<file path="src/rtl/xy_addr_gen_pkg.sv">
// Shared definitions for the 2-D source-address generator: FSM encoding,
// edge-mode constants and the default video base address.
package xy_addr_gen_pkg;

    // Request sequencing states (2-bit encoding)
    typedef enum logic [1:0] {
        IDLE  = 2'd0,
        REMAP = 2'd1,
        ADDR  = 2'd2,
        DONE  = 2'd3
    } state_t;

    // Out-of-frame resolution modes
    localparam logic EDGE_CLAMP = 1'b0;
    localparam logic EDGE_WRAP  = 1'b1;

    // Byte address of pixel (0,0) used by the compensation blocks
    localparam logic [31:0] VIDEO_BASE_ADDR = 32'h3FFE_A000;

endpackage : xy_addr_gen_pkg

</file>
<file path="src/rtl/xy_addr_gen_axis_remap.sv">
// Single-axis source remap: saturates the signed offset to +/-(LIMIT-1),
// adds it to the counter, flags out-of-range results and resolves them by
// clamping or wrapping. Purely combinational; the parent registers outputs.
module axis_remap #(
    parameter int LIMIT = 640,
    parameter int OFF_W = 12
) (
    input  logic [10:0]      i_cnt,
    input  logic [OFF_W-1:0] i_off,
    input  logic             i_wrap,
    output logic [12:0]      o_src,
    output logic             o_oob
);

    // Working width for the saturation compare: wide enough for both the
    // offset and the 13-bit source sum.
    localparam int EW = (OFF_W > 12) ? OFF_W : 13;

    localparam logic signed [EW-1:0] LIM_M1_P = EW'(LIMIT - 1);
    localparam logic signed [EW-1:0] LIM_M1_N = EW'(-(LIMIT - 1));
    localparam logic signed [12:0]   LIM_S    = 13'(LIMIT);
    localparam logic signed [12:0]   LIM_M1_S = 13'(LIMIT - 1);

    logic signed [EW-1:0] off_ext_s;
    logic signed [EW-1:0] off_sat_s;
    logic signed [12:0]   src_s;
    logic                 below_s;
    logic                 above_s;
    logic signed [12:0]   rem_s;

    assign off_ext_s = EW'($signed(i_off));

    // Saturate the offset so a single correction step always suffices
    always_comb begin
        off_sat_s = off_ext_s;
        if (off_ext_s > LIM_M1_P) begin
            off_sat_s = LIM_M1_P;
        end else if (off_ext_s < LIM_M1_N) begin
            off_sat_s = LIM_M1_N;
        end else begin
            off_sat_s = off_ext_s;
        end
    end

    assign src_s   = $signed({2'b00, i_cnt}) + $signed(off_sat_s[12:0]);
    assign below_s = src_s[12];
    assign above_s = (!src_s[12]) && (src_s >= LIM_S);

    // Resolve an out-of-frame source by clamping to the edge or wrapping once
    always_comb begin
        rem_s = src_s;
        if (below_s) begin
            if (i_wrap) begin
                rem_s = src_s + LIM_S;
            end else begin
                rem_s = 13'sd0;
            end
        end else if (above_s) begin
            if (i_wrap) begin
                rem_s = src_s - LIM_S;
            end else begin
                rem_s = LIM_M1_S;
            end
        end else begin
            rem_s = src_s;
        end
    end

    assign o_src = rem_s;
    assign o_oob = below_s | above_s;

endmodule : axis_remap

</file>
<file path="src/rtl/xy_addr_gen.sv">
// 2-D source-address generator: captures a request, remaps both axes
// against the visible frame, then forms the MPMC byte address with shifts.
// Fixed three-cycle latency from acceptance to the o_valid pulse.
module xy_addr_gen
    import xy_addr_gen_pkg::*;
#(
    parameter logic [31:0] BASE_ADDR       = VIDEO_BASE_ADDR,
    parameter int          LINE_PIXELS     = 1024,
    parameter int          BYTES_PER_PIXEL = 4,
    parameter int          FRAME_W         = 640,
    parameter int          FRAME_H         = 480,
    parameter int          OFF_W           = 12
) (
    input  logic             i_clk,
    input  logic             i_rst,
    input  logic             i_req,
    input  logic [10:0]      i_x_cnt,
    input  logic [10:0]      i_y_cnt,
    input  logic [OFF_W-1:0] i_x_off,
    input  logic [OFF_W-1:0] i_y_off,
    input  logic             i_edge_mode,
    output logic             o_ready,
    output logic             o_valid,
    output logic [31:0]      o_addr,
    output logic             o_oob
);

    localparam int LINE_SH = $clog2(LINE_PIXELS);
    localparam int PIX_SH  = $clog2(BYTES_PER_PIXEL);

    state_t state_r;
    state_t state_nxt_s;

    logic             accept_s;
    logic [10:0]      x_cnt_r;
    logic [10:0]      y_cnt_r;
    logic [OFF_W-1:0] x_off_r;
    logic [OFF_W-1:0] y_off_r;
    logic             edge_r;

    logic [12:0] src_x_s;
    logic [12:0] src_y_s;
    logic        oob_x_s;
    logic        oob_y_s;
    logic [12:0] src_x_r;
    logic [12:0] src_y_r;
    logic        oob_x_r;
    logic        oob_y_r;

    logic [31:0] pix_idx_s;
    logic [31:0] addr_s;

    logic        ready_r;
    logic        valid_r;
    logic [31:0] addr_r;
    logic        oob_r;

    assign accept_s = i_req & ready_r;

    // State register
    always_ff @(posedge i_clk) begin
        if (i_rst) begin
            state_r <= IDLE;
        end else begin
            state_r <= state_nxt_s;
        end
    end

    // Next-state logic; a request in DONE chains straight into REMAP
    always_comb begin
        state_nxt_s = state_r;
        case (state_r)
            IDLE: begin
                if (i_req) begin
                    state_nxt_s = REMAP;
                end else begin
                    state_nxt_s = IDLE;
                end
            end
            REMAP:   state_nxt_s = ADDR;
            ADDR:    state_nxt_s = DONE;
            DONE: begin
                if (i_req) begin
                    state_nxt_s = REMAP;
                end else begin
                    state_nxt_s = IDLE;
                end
            end
            default: state_nxt_s = IDLE;
        endcase
    end

    // Capture all request fields on acceptance; ignore inputs otherwise
    always_ff @(posedge i_clk) begin
        if (i_rst) begin
            x_cnt_r <= 11'd0;
            y_cnt_r <= 11'd0;
            x_off_r <= '0;
            y_off_r <= '0;
            edge_r  <= EDGE_CLAMP;
        end else if (accept_s) begin
            x_cnt_r <= i_x_cnt;
            y_cnt_r <= i_y_cnt;
            x_off_r <= i_x_off;
            y_off_r <= i_y_off;
            edge_r  <= i_edge_mode;
        end
    end

    axis_remap #(
        .LIMIT (FRAME_W),
        .OFF_W (OFF_W)
    ) u_remap_x (
        .i_cnt  (x_cnt_r),
        .i_off  (x_off_r),
        .i_wrap (edge_r == EDGE_WRAP),
        .o_src  (src_x_s),
        .o_oob  (oob_x_s)
    );

    axis_remap #(
        .LIMIT (FRAME_H),
        .OFF_W (OFF_W)
    ) u_remap_y (
        .i_cnt  (y_cnt_r),
        .i_off  (y_off_r),
        .i_wrap (edge_r == EDGE_WRAP),
        .o_src  (src_y_s),
        .o_oob  (oob_y_s)
    );

    // Register remapped coordinates at the end of REMAP
    always_ff @(posedge i_clk) begin
        if (i_rst) begin
            src_x_r <= 13'd0;
            src_y_r <= 13'd0;
            oob_x_r <= 1'b0;
            oob_y_r <= 1'b0;
        end else if (state_r == REMAP) begin
            src_x_r <= src_x_s;
            src_y_r <= src_y_s;
            oob_x_r <= oob_x_s;
            oob_y_r <= oob_y_s;
        end
    end

    // Address formation: stride and pixel size are powers of two, so shifts
    assign pix_idx_s = (32'(src_y_r) << LINE_SH) + 32'(src_x_r);
    assign addr_s    = BASE_ADDR + (pix_idx_s << PIX_SH);

    // Output registers: address/flag load at the end of ADDR and hold until the next DONE
    always_ff @(posedge i_clk) begin
        if (i_rst) begin
            ready_r <= 1'b1;
            valid_r <= 1'b0;
            addr_r  <= 32'd0;
            oob_r   <= 1'b0;
        end else begin
            ready_r <= (state_nxt_s == IDLE) || (state_nxt_s == DONE);
            valid_r <= (state_r == ADDR);
            if (state_r == ADDR) begin
                addr_r <= addr_s;
                oob_r  <= oob_x_r | oob_y_r;
            end
        end
    end

    assign o_ready = ready_r;
    assign o_valid = valid_r;
    assign o_addr  = addr_r;
    assign o_oob   = oob_r;

endmodule : xy_addr_gen

</file>
<file path="config.mk">
export PLATFORM = sky130hd
export DESIGN_NAME = xy_addr_gen
export DESIGN_NICKNAME = d
export VERILOG_FILES = /design/src/rtl/xy_addr_gen_pkg.sv /design/src/rtl/xy_addr_gen_axis_remap.sv /design/src/rtl/xy_addr_gen.sv
export SDC_FILE = /design/constraint.sdc
export NUM_CORES = 1
export LEC_CHECK = 0
export ABC_AREA = 1
export CORE_MARGIN = 3
export CORE_UTILIZATION = 30
export CTS_CLUSTER_DIAMETER = 120
export CTS_CLUSTER_SIZE = 40
export DETAILED_ROUTE_END_ITERATION = 12
export DONT_BUFFER_PORTS = 1
export PLACE_DENSITY = 0.41
export SLEW_MARGIN = 10
export SYNTH_ARGS = -nofsm -noshare
export SYNTH_HDL_FRONTEND = slang
export SYNTH_SLANG_ARGS = --single-unit
export TNS_END_PERCENT = 20
</file>
<file path="constraint.sdc">
create_clock -name i_clk -period 3.2 [get_ports i_clk]
set_input_delay 0.64 -clock i_clk [delete_from_list [all_inputs] [get_ports i_clk]]
set_output_delay 0.64 -clock i_clk [all_outputs]
set_load 0.05 [all_outputs]
</file>
==> impl_summary.md <==
Yosys
Dividing the synthesized area by the synthesized cell count gives around 6.5 sq um. The share of the yosys chip area belonging to registers is 31.89%. The number of library cell types mapped by synthesis is 42. For this run, the number of Yosys warnings is 0. The count of mapped cells out of synthesis is around 1100. Synthesis inferred ~110 register bits. The netlist area before placement is between 6000 and 7000 sq um.

Setup path
The critical path starts at x_off_r[1]. The cell type of the slowest stage on the worst timing path is fa_2. For the worst setup path, the data required time is approximately 3.5 ns. Data on the critical path arrives at its endpoint at 3.59 ns. Along the worst path, the maximum fanout reaches 7.

The kind of critical path is reg -> reg. The worst setup path is captured at a flip-flop. The peak per-stage delay on the critical path is around 0.35 ns. In this run the critical register-to-register path is launched from x_off_r[1]. STA classifies the critical path startpoint as a flip-flop.

Clock tree
Buffers inserted during clock tree synthesis total 9. Clock latency on the worst-skew pair, taken at its later pin, is between 0.3 and 0.4 ns. The CTS tree is done. The maximum clock insertion buffer count is 2. The clock transition time at the flip-flop clock pins of the worst setup and hold paths is approximately 0.080 ns. The clock root buffer is clkbuf_16. The tree built by TritonCTS fans out to around 110 sinks. In this run the number of H-tree levels came out at 3.

Status
The run finished, with violations left. The checks that failed: negative setup slack.

Final layout
The sequential cells in the finished layout cover a total of 2183 sq um. The share of post-route cells with drive strength above 1 is between 10% and 20%. The library cell used most frequently in the layout, excluding fill and tap cells, is nand2_1. In the final layout, the multi-input gates occupy 4254 sq um.

The total of fill cells in the finished design is between 2000 and 2500. Cells fill a little under two fifths of the core in the end. The final net count is around 1200. The top cell types in the final layout, fill and taps aside, are nand2_1, nor2_1, inv_1. The layout-stage area growth over the synthesis result is 22.22%.

Timing
Derived from the worst setup path, the maximum achievable clock frequency is around 0.30 GHz. The final clock skew is around 0.011 ns. The post-route worst hold slack is between 0.3 and 0.4 ns. The hold violation count in the final report came to 0. For the finished layout, the period the worst path requires is approximately 3.3 ns. The count of pins over their slew limit is 0. Setup repair after global routing could not meet its margin everywhere.

The final worst slack is -0.1428 ns. The tightest slew margin relative to the limit is 51.04%. The final setup violation count is 14. The slew at the pin with the worst max-slew slack is between 0.7 and 0.8 ns. The share of the clock period used by the worst path after layout is 104.5%.

Worst hold path
The class of the tightest hold or removal check is in -> reg. The startpoint identified for the worst hold timing path is i_rst.

Place
During placement, the flow inserted port buffers numbering 0. The half-perimeter wire length after detailed placement is approximately 14 mm. At the end of routability-driven placement, the weighted congestion stood at 0.7843.

Flow run
Across the run, the number of max-cap violations was 0.

GRT
Summed over all layers, the global routing overflow is 0. The total global routing track utilization is around 16%. The pin count of the biggest net entering global routing is 43. The first global-routing pass estimated approximately 31 mm of wire. The number of global-route vias before repair is ~6300. The number of antenna violations at the first check in global routing came to 0.

Detailed routing
The via count normalized by instance count is 4.527. The final wirelength is 18.34 mm. The remaining antenna violation count after routing is 0. The first routing iteration left 260 violations. The routed layout has between 6000 and 7000 vias. The mean routed wirelength per cell is around 13 um. The number of iterations in the first detailed-routing pass is 4. For this run, design rule violations remaining after detail routing come to 0.

Floorplan
The core area is about 22000 sq um. The initial utilization of the core area, before any placement, comes to between 30 and 40%. The die covers 24650 sq um. The die is around 160 um tall. 85 I/O pins were placed. The floorplan has 54 rows. The die span in x is 157.0 um.

Power
The analysis attributes to cell leakage a power of just over 4 nW. The worst ir drop on vdd is approximately 0.28 mV. The total power divided by cell area is slightly above 900 nW/um^2.
==> cell usage after synthesis, drive strengths merged <==
cell type	n	area, sq um
a21oi	65	336.6
o22ai	1	6.260
xor2	15	138.9
clkinv	4	15.01
o211ai	2	15.01
ha	36	450.4
inv	136	510.5
or2	2	12.52
nand3	58	320.3
o221ai	4	35.03
fa	3	60.06
buf	3	22.52
clkbuf	33	123.9
o21bai	3	22.52
xnor2	4	35.03
a31oi	6	43.79
o31ai	1	7.510
dfxtp	109	2182
nor4	1	6.260
o21ai	109	549.3
and2	3	18.77
a21o	1	7.510
nor2	162	645.6
conb	1	3.750
nand3b	4	30.03
nand2	264	1066
nand4	24	156.4
nor3	4	20.02
==> state kept, by name, indices dropped and copies added (netlist names) <==
register  count
state_r       2
src_x_r      13
o_ready       1
o_addr       29
x_cnt_r      11
o_oob         1
oob_x_r       1
x_off_r      12
y_off_r      12
y_cnt_r      11
o_valid       1
src_y_r      13
edge_r        1
oob_y_r       1
==> stage by stage <==
stage | setup slack, ns | power [mW] | setup TNS (ns) | instances | cell area, sq um
after floorplan | 0.01408 | 4.941 | 0 | 1060 | 6877
after global placement | -0.1697 | 6.360 | -2.881 | 1396 | 7774
after detailed placement | -0.2288 | 6.347 | -4.901 | 1396 | 7774
after CTS | -0.1287 | 7.757 | -1.184 | 1414 | 8240
after global routing | -0.4473 | 8.594 | -9.301 | 1417 | 8359
final | -0.1428 | 7.787 | -1.417 | 1418 | 8362
==> logic make-up (layout without fill, tap and decap cells) <==
kind of cell | after synthesis | in the layout | share of synthesized area, %
XOR/XNOR | 19 | 19 | 2.542
buffers and inverters | 176 | 253 | 9.821
adder cells (fa/ha/maj) | 39 | 39 | 7.462
flip-flops | 109 | 109 | 31.89
AO/OA/AOI/OAI | 192 | 192 | 14.96
other | 1 | 4 | 0.05481
AND/OR/NAND/NOR | 522 | 522 | 33.27
==> timing repair <==
item / 4_1_cts / 5_1_grt
gates resized for setup: 41 / 27
pin swaps: 10 / 23
hold buffers: 0 / 0
setup buffers: 2 / 3
setup endpoints to repair: 28 / 28
==> metal layers <==
layer / track usage (%) / vias to the layer above / part of all wire, %
met5: 0 / - / 0
met4: 3.306 / 0 / 1.1
met3: 2.722 / 14 / 3.7
met2: 23.63 / 85 / 41
met1: 23.00 / 2782 / 54
li1: - / 3538 / -
==> worst max-delay path: cells and delay by family, from the launching register on <==
kind	cells	cell delay [ns]
DFF	1	0.31
and+or+nand+nor	17	1.44
buffers and inverters	4	0.24
AOI/OAI and AO/OA	1	0.24
adders and majority gates	4	1.01
==> path summary, 6_finish.rpt <==
kind	endpoint	slack [ns]	cells past startpoint
worst max-delay path	src_x_r[8]	-0.14	26
worst min register to register	src_x_r[2]	0.46	2
worst max register to register	src_x_r[8]	-0.14	26
worst min-delay path	o_addr[28]	0.34	1
==> power breakdown <==
part           switching [mW]  internal [mW]  total (mW)  leakage [nW]
clock network           0.549          0.642        1.19         0.154
logic                    2.52           1.82        4.34          2.98
registers               0.573           1.68        2.26         0.897
total                    3.64           4.15        7.79          4.03
==> layout make-up <==
type / count / area share, %
clock buffer: 11 / 2.903
clock inverter: 5 / 0.7931
multi-input combinational: 775 / 50.88
tap: 280 / 4.190
timing repair buffer: 97 / 8.754
sequential: 109 / 26.11
antenna: 1 / 0.02993
inverter: 140 / 6.344
Note: power is estimated with default switching activity, not from simulation.
